## config.mk

```make
export PLATFORM = sky130hd
export DESIGN_NAME = mdio_master
export DESIGN_NICKNAME = d
export VERILOG_FILES = /design/src/rtl/mdio_pkg.sv /design/src/rtl/mdio_master_mdc_gen.sv /design/src/rtl/mdio_master.sv
export SDC_FILE = /design/constraint.sdc
export NUM_CORES = 1
export LEC_CHECK = 0
export CELL_PAD_IN_SITES_DETAIL_PLACEMENT = 1
export CELL_PAD_IN_SITES_GLOBAL_PLACEMENT = 1
export CORE_MARGIN = 1.5
export CORE_UTILIZATION = 40
export DETAILED_ROUTE_END_ITERATION = 16
export PLACE_DENSITY_LB_ADDON = 0.1
export SLEW_MARGIN = 20
export SYNTH_ARGS = -nofsm -noshare
export SYNTH_HDL_FRONTEND = slang
export SYNTH_SLANG_ARGS = --single-unit
```

## constraint.sdc

```tcl
create_clock -name clk -period 7.4 [get_ports clk]
set_clock_uncertainty 0.2 [all_clocks]
set_input_delay 1.48 -clock clk [delete_from_list [all_inputs] [get_ports clk]]
set_output_delay 1.48 -clock clk [all_outputs]
set_load 0.005 [all_outputs]
```

## src/rtl/mdio_pkg.sv

```systemverilog
// Shared definitions for the Clause-22 MDIO master: FSM states, frame field
// constants and the frame builder used when a command is accepted.
package mdio_pkg;

    typedef enum logic [2:0] {
        S_IDLE,
        S_PREAMBLE,
        S_HEADER,
        S_TA,
        S_DATA,
        S_DONE
    } state_t;

    localparam logic [1:0] ST    = 2'b01;
    localparam logic [1:0] OP_WR = 2'b01;
    localparam logic [1:0] OP_RD = 2'b10;

    localparam int PRE_LEN   = 32;
    localparam int HDR_LEN   = 14;
    localparam int TA_LEN    = 2;
    localparam int FRAME_LEN = 64;

    // First bit index where a read releases the line (first TA bit)
    localparam int TA_START  = PRE_LEN + HDR_LEN;

    // Full 64-bit frame, MSB transmitted first. For reads the TA/DATA part is
    // filler: the line is released there, so the values never reach the pin.
    function automatic logic [63:0] build_frame(
        input logic        op,
        input logic [4:0]  phyad,
        input logic [4:0]  regad,
        input logic [15:0] wdata
    );
        build_frame = {32'hFFFF_FFFF, ST, (op ? OP_RD : OP_WR), phyad, regad,
                       (op ? 2'b11 : 2'b10), (op ? 16'hFFFF : wdata)};
    endfunction

endpackage

```

## src/rtl/mdio_master_mdc_gen.sv

```systemverilog
// MDC divider: low for CLK_DIV cycles then high for CLK_DIV cycles while
// enabled; held low with the counter cleared otherwise. The rise/fall strobes
// flag the clk edge on which mdc is about to change.
module mdc_gen #(
    parameter int CLK_DIV = 20
) (
    input  logic clk,
    input  logic resetn,
    input  logic en,
    output logic mdc,
    output logic rise,
    output logic fall
);

    logic [7:0] cnt;
    logic       half_end;

    assign half_end = en && (cnt == 8'(CLK_DIV - 1));
    assign rise     = half_end && !mdc;
    assign fall     = half_end && mdc;

    // Half-period counter; toggles mdc at the end of every half period
    always_ff @(posedge clk) begin
        if (!resetn || !en) begin
            cnt <= 8'd0;
            mdc <= 1'b0;
        end else if (half_end) begin
            cnt <= 8'd0;
            mdc <= ~mdc;
        end else begin
            cnt <= cnt + 8'd1;
        end
    end

endmodule

```

## src/rtl/mdio_master.sv

```systemverilog
// Clause-22 MDIO master: accepts one read/write command at a time, shifts out
// a 64-bit frame on mdc/mdio and returns read data with a one-cycle response.
module mdio_master
    import mdio_pkg::*;
#(
    parameter int CLK_DIV = 20
) (
    input  logic        clk,
    input  logic        resetn,
    input  logic        cmd_valid,
    output logic        cmd_ready,
    input  logic        cmd_op,
    input  logic [4:0]  cmd_phyad,
    input  logic [4:0]  cmd_regad,
    input  logic [15:0] cmd_wdata,
    output logic        rsp_valid,
    output logic [15:0] rsp_rdata,
    output logic        busy,
    output logic        mdc,
    output logic        mdio_o,
    output logic        mdio_t,
    input  logic        mdio_i
);

    state_t      state, state_nxt;
    logic        accept;
    logic        mdc_rise, mdc_fall;
    logic        op_q;
    logic [5:0]  bit_cnt;
    logic [63:0] frame;
    logic [63:0] tx_sh;
    logic [15:0] rx_sh;

    assign cmd_ready = (state == S_IDLE);
    assign busy      = (state != S_IDLE);
    assign rsp_valid = (state == S_DONE);
    assign accept    = cmd_valid && cmd_ready;
    assign frame     = build_frame(cmd_op, cmd_phyad, cmd_regad, cmd_wdata);

    mdc_gen #(
        .CLK_DIV (CLK_DIV)
    ) u_mdc_gen (
        .clk    (clk),
        .resetn (resetn),
        .en     (busy),
        .mdc    (mdc),
        .rise   (mdc_rise),
        .fall   (mdc_fall)
    );

    // State register
    always_ff @(posedge clk) begin
        if (!resetn) state <= S_IDLE;
        else         state <= state_nxt;
    end

    // Next state: phases advance on the falling mdc edge ending their last bit
    always_comb begin
        state_nxt = state;
        case (state)
            S_IDLE:     if (accept) state_nxt = S_PREAMBLE;
            S_PREAMBLE: if (mdc_fall && bit_cnt == 6'(PRE_LEN - 1)) state_nxt = S_HEADER;
            S_HEADER:   if (mdc_fall && bit_cnt == 6'(TA_START - 1)) state_nxt = S_TA;
            S_TA:       if (mdc_fall && bit_cnt == 6'(TA_START + TA_LEN - 1)) state_nxt = S_DATA;
            S_DATA:     if (mdc_fall && bit_cnt == 6'(FRAME_LEN - 1)) state_nxt = S_DONE;
            S_DONE:     state_nxt = S_IDLE;
            default:    state_nxt = S_IDLE;
        endcase
    end

    // Frame shifter: bit 0 goes out on acceptance, later bits at each mdc fall;
    // read data is captured on the mdc rise of every DATA bit
    always_ff @(posedge clk) begin
        if (!resetn) begin
            mdio_o    <= 1'b1;
            mdio_t    <= 1'b1;
            rsp_rdata <= 16'h0000;
            bit_cnt   <= 6'd0;
            op_q      <= 1'b0;
        end else begin
            if (accept) begin
                op_q    <= cmd_op;
                tx_sh   <= {frame[62:0], 1'b1};
                mdio_o  <= frame[63];
                mdio_t  <= 1'b0;
                bit_cnt <= 6'd0;
            end else if (mdc_fall && busy) begin
                if (bit_cnt == 6'(FRAME_LEN - 1)) begin
                    mdio_o    <= 1'b1;
                    mdio_t    <= 1'b1;
                    rsp_rdata <= op_q ? rx_sh : 16'h0000;
                end else begin
                    mdio_o  <= tx_sh[63];
                    tx_sh   <= {tx_sh[62:0], 1'b1};
                    mdio_t  <= op_q && (bit_cnt >= 6'(TA_START - 1));
                    bit_cnt <= bit_cnt + 6'd1;
                end
            end
            if (mdc_rise && state == S_DATA) rx_sh <= {rx_sh[14:0], mdio_i};
        end
    end

endmodule

```

==> PnR_summary.wiki <==
{| class="wikitable"
! Metric !! Value
|-
| Pin count of the biggest net entering global routing || 77
|-
| Die span in x || between 100 and 150 um
|-
| Top post-synthesis cells by area || edfxtp_1 (50%), dfxtp_1 (16%), or2_2 (4.5%)
|-
| Startpoint class of the critical path || primary input
|-
| Number of synthesized flops with an enable pin || ~80
|-
| Post-cts resize count || 0
|-
| Routability-driven placement congestion ratio || approximately 0.8
|-
| Net count after synthesis || about 440
|-
| Clk sink count || ~120
|-
| Synthesis-to-layout area growth || 26.8%
|-
| DRC marker count from the first detailed-route iteration || between 100 and 150
|-
| Most frequently used flop master after synthesis || edfxtp_1
|-
| Accumulated negative setup slack || 0 ns
|-
| DRT met1 WL || between 4000 and 5000 um
|-
| Total CTS buffers || 17
|-
| Classification of the worst setup path || in -> reg
|-
| Result of the run || complete, no violations
|-
| Uppermost layer routed || met4
|-
| Count of unique library cells instantiated by Yosys || 40
|-
| Vias in the first global route || ~3,200
|-
| Final worst slack || 3.75 ns
|-
| Final core utilization || 0.522
|-
| Cell at the root of the clock tree || clkbuf_16
|-
| Number of cell rows || 39
|-
| Top cell type's share of synthesized area || 0.505
|-
| Hold crit path type || reg -> reg
|-
| Vias || around 3,200
|-
| Slew HR || 0.422
|-
| Least-Margin Pin Slew || 0.864 ns
|-
| Initial core utilization || 0.412
|-
| Port Buffer Count || 52
|-
| Number of antenna cells inserted || 0
|-
| Fraction of synthesis flops using an asynchronous set or reset pin || 0
|-
| Final setup vio count || 0
|-
| Clock slew seen by the registers of the worst setup and hold paths || roughly 0.05 ns
|-
| Total detailed-routing wirelength || between 9000 and 10,000 um
|-
| Met2 Wirelength || approximately 4800 um
|-
| Highest fanout seen on the critical path || 63
|-
| Area of the placeable core || between 10,000 and 15,000 sq um
|-
| Largest area contributor in the netlist || edfxtp_1
|-
| Cell breakdown of the critical path || clkdlybuf4s50_1 > a21boi_4 > buf_4
|-
| Number of design rule violations left after detail routing || 0
|-
| Maximum buffer depth of the clock tree || 2
|-
| Register area share after synthesis || 0.662
|-
| Number of routed nets with antenna violations || 0
|-
| Final min period || 3.65 ns
|-
| Warning count from the yosys run || 0
|-
| Worst Path Arrival || about 3.5 ns
|-
| Post-placement worst setup slack || 3.06 ns
|-
| Post-CTS setup-driven buffer insertion count || 0
|-
| Critical Path Slowest Stage Cell || clkdlybuf4s50_1
|-
| Fin. max-slew vios || 0
|-
| Number of endpoints with negative hold slack in the final report || 0
|-
| Routed wire length on met3 || 355 um
|-
| Tcrit/Tclk final || 0.493
|-
| CTS tree || yes
|-
| Placed cell area || ~5400 sq um
|-
| Critical path endpoint category || register
|-
| Post-Syn Area || ~4700 sq um
|-
| Filler cell count || approximately 1,200
|-
| Total track usage || 0.174
|-
| Clock insertion delay at the later pin of the skew report || between 0.4 and 0.5 ns
|-
| Wire length of the first global-routing pass || ~17,000 um
|-
| Total congestion overflow || 0
|-
| Count of buffering cells on the critical path with inverters included || 2
|-
| Die outline height || ~110 um
|-
| Cts-stage hold buffer count || 0
|-
| Maximum cell stage delay along the critical path || between 1 and 1.5 ns
|-
| Count of max-cap constraint violations || 0
|-
| Cells after synthesis || between 400 and 500
|-
| Number of search-and-repair iterations in the first detailed-routing pass || 4
|-
| Worst path required time || approximately 7.2 ns
|-
| Average detailed-routed wire length per instance || ~16 um
|-
| Fmax achieved || about 0.27 GHz
|-
| Total Die Area || approximately 12,000 sq um
|-
| Antenna violations before repair || 0
|-
| Ranking of synthesized cells by instance count || edfxtp_1 (79), nand2_1 (46), nor2_1 (41), dfxtp_1 (37), or2_2 (34)
|-
| FF+latch count, synth || about 120
|-
| Fraction of layout cells with a size suffix above 1 || 0.155
|-
| Final instance area || 5960 sq um
|-
| H-tree lvl count || 4
|-
| Number of vias per cell || ~5.2
|-
| Number of top-level pins || 53
|-
| Unrepaired setup endpoints after global routing || no
|-
| Post-DP HPWL || roughly 5800 um
|-
| Average cell area after synthesis || ~12 sq um
|-
| Family of cells with the greatest summed delay on the critical path || buffers and inverters
|-
| Number of nets in the layout || between 400 and 500
|-
| Maximum resistive drop on vdd || around 0.22 mV
|-
| Most instantiated library cell after synthesis || edfxtp_1
|-
| Leakage power total || approximately 2.1 nW
|-
| Power per cell area || about 270 nW/um^2
|}
-- power by group --
group	internal, mW	switching, mW
combinational	0.0377	0.0454
sequential	0.717	0.00832
clock	0.542	0.285
-- flip-flops by register name, summed over array words and instances, names as in the netlist --
signal and cells:
tx_sh 63, rsp_rdata 16, rx_sh 16, u_mdc_gen.cnt 8
bit_cnt 6, state 3, mdio_o 1, mdio_t 1
op_q 1, u_mdc_gen.mdc 1
-- metrics by stage --
stage	std cells	total power, mW	hold WS, ns
after floorplan	408	0.788	0.213
after global placement	582	0.819	0.226
after detailed placement	582	0.822	0.237
after global routing	614	1.69	0.255
final	614	1.64	0.242
after CTS	614	1.65	0.244
-- layer usage --
| metal | GRT usage | up-vias |
|---|---|---|
| met4 | 0.0700 | 0 |
| li1 | - | 1565 |
| met2 | 0.274 | 58 |
| met3 | 0.0577 | 13 |
| met5 | 0 | - |
| met1 | 0.224 | 1565 |
-- cell type report --
type                    count  area, sq um  area share
well taps                 143          179      0.0300
clock buffers              21          460      0.0773
clock inverters            11          134      0.0225
inverters                   8         30.0     0.00504
multi-input cells         260         1500       0.252
repair buffers             55          543      0.0911
flip-flops and latches    116         3110       0.522
-- placed cells by master (no fill, tap or decap), types with 4 or more instances in the layout --
| cell | n |
|---|---|
| clkbuf_16 | 17 |
| o21ai_0 | 22 |
| edfxtp_1 | 79 |
| clkinv_2 | 5 |
| a21oi_1 | 18 |
| and3_1 | 5 |
| xnor2_1 | 4 |
| nor2_1 | 41 |
| clkdlybuf4s50_1 | 52 |
| nand4_1 | 18 |
| ha_1 | 4 |
| nand3_1 | 6 |
| xor2_1 | 4 |
| or2_2 | 34 |
| dfxtp_1 | 37 |
| a21boi_0 | 17 |
| nand2_1 | 46 |
| inv_1 | 8 |
-- worst reg2reg max path, cell delays in order (launching register included) --
cell and delay [ns]:
dfxtp_1 0.34, ha_1 0.24, or3b_2 0.53, a2111o_1 0.53, a21boi_4 0.19, buf_4 0.65
-- path summary, 6_finish.rpt --
| kind | slack [ns] | endpoint | from | depth (start not counted) |
|---|---|---|---|---|
| max reg2reg | 4.33 | tx_sh[24]$_DFFE_PP_ | u_mdc_gen.cnt[0]$_SDFF_PP0_ | 5 |
| max | 3.75 | tx_sh[24]$_DFFE_PP_ | resetn | 3 |
| min | 0.24 | u_mdc_gen.cnt[0]$_SDFF_PP0_ | u_mdc_gen.cnt[0]$_SDFF_PP0_ | 1 |
| min reg2reg | 0.24 | u_mdc_gen.cnt[0]$_SDFF_PP0_ | u_mdc_gen.cnt[0]$_SDFF_PP0_ | 1 |
-- logic make-up (layout without fill, tap and decap cells) --
kind of cell	Yosys count	after routing	synth area share
flip-flops	116	116	0.662
buffers and inverters	32	95	0.0256
AND/OR/NAND/NOR	176	176	0.190
adder cells (fa/ha/maj)	4	4	0.0107
AO/OA/AOI/OAI	71	71	0.0940
multiplexers	1	1	0.00213
XOR/XNOR	8	8	0.0149
Power figures use the tool's default switching activity.
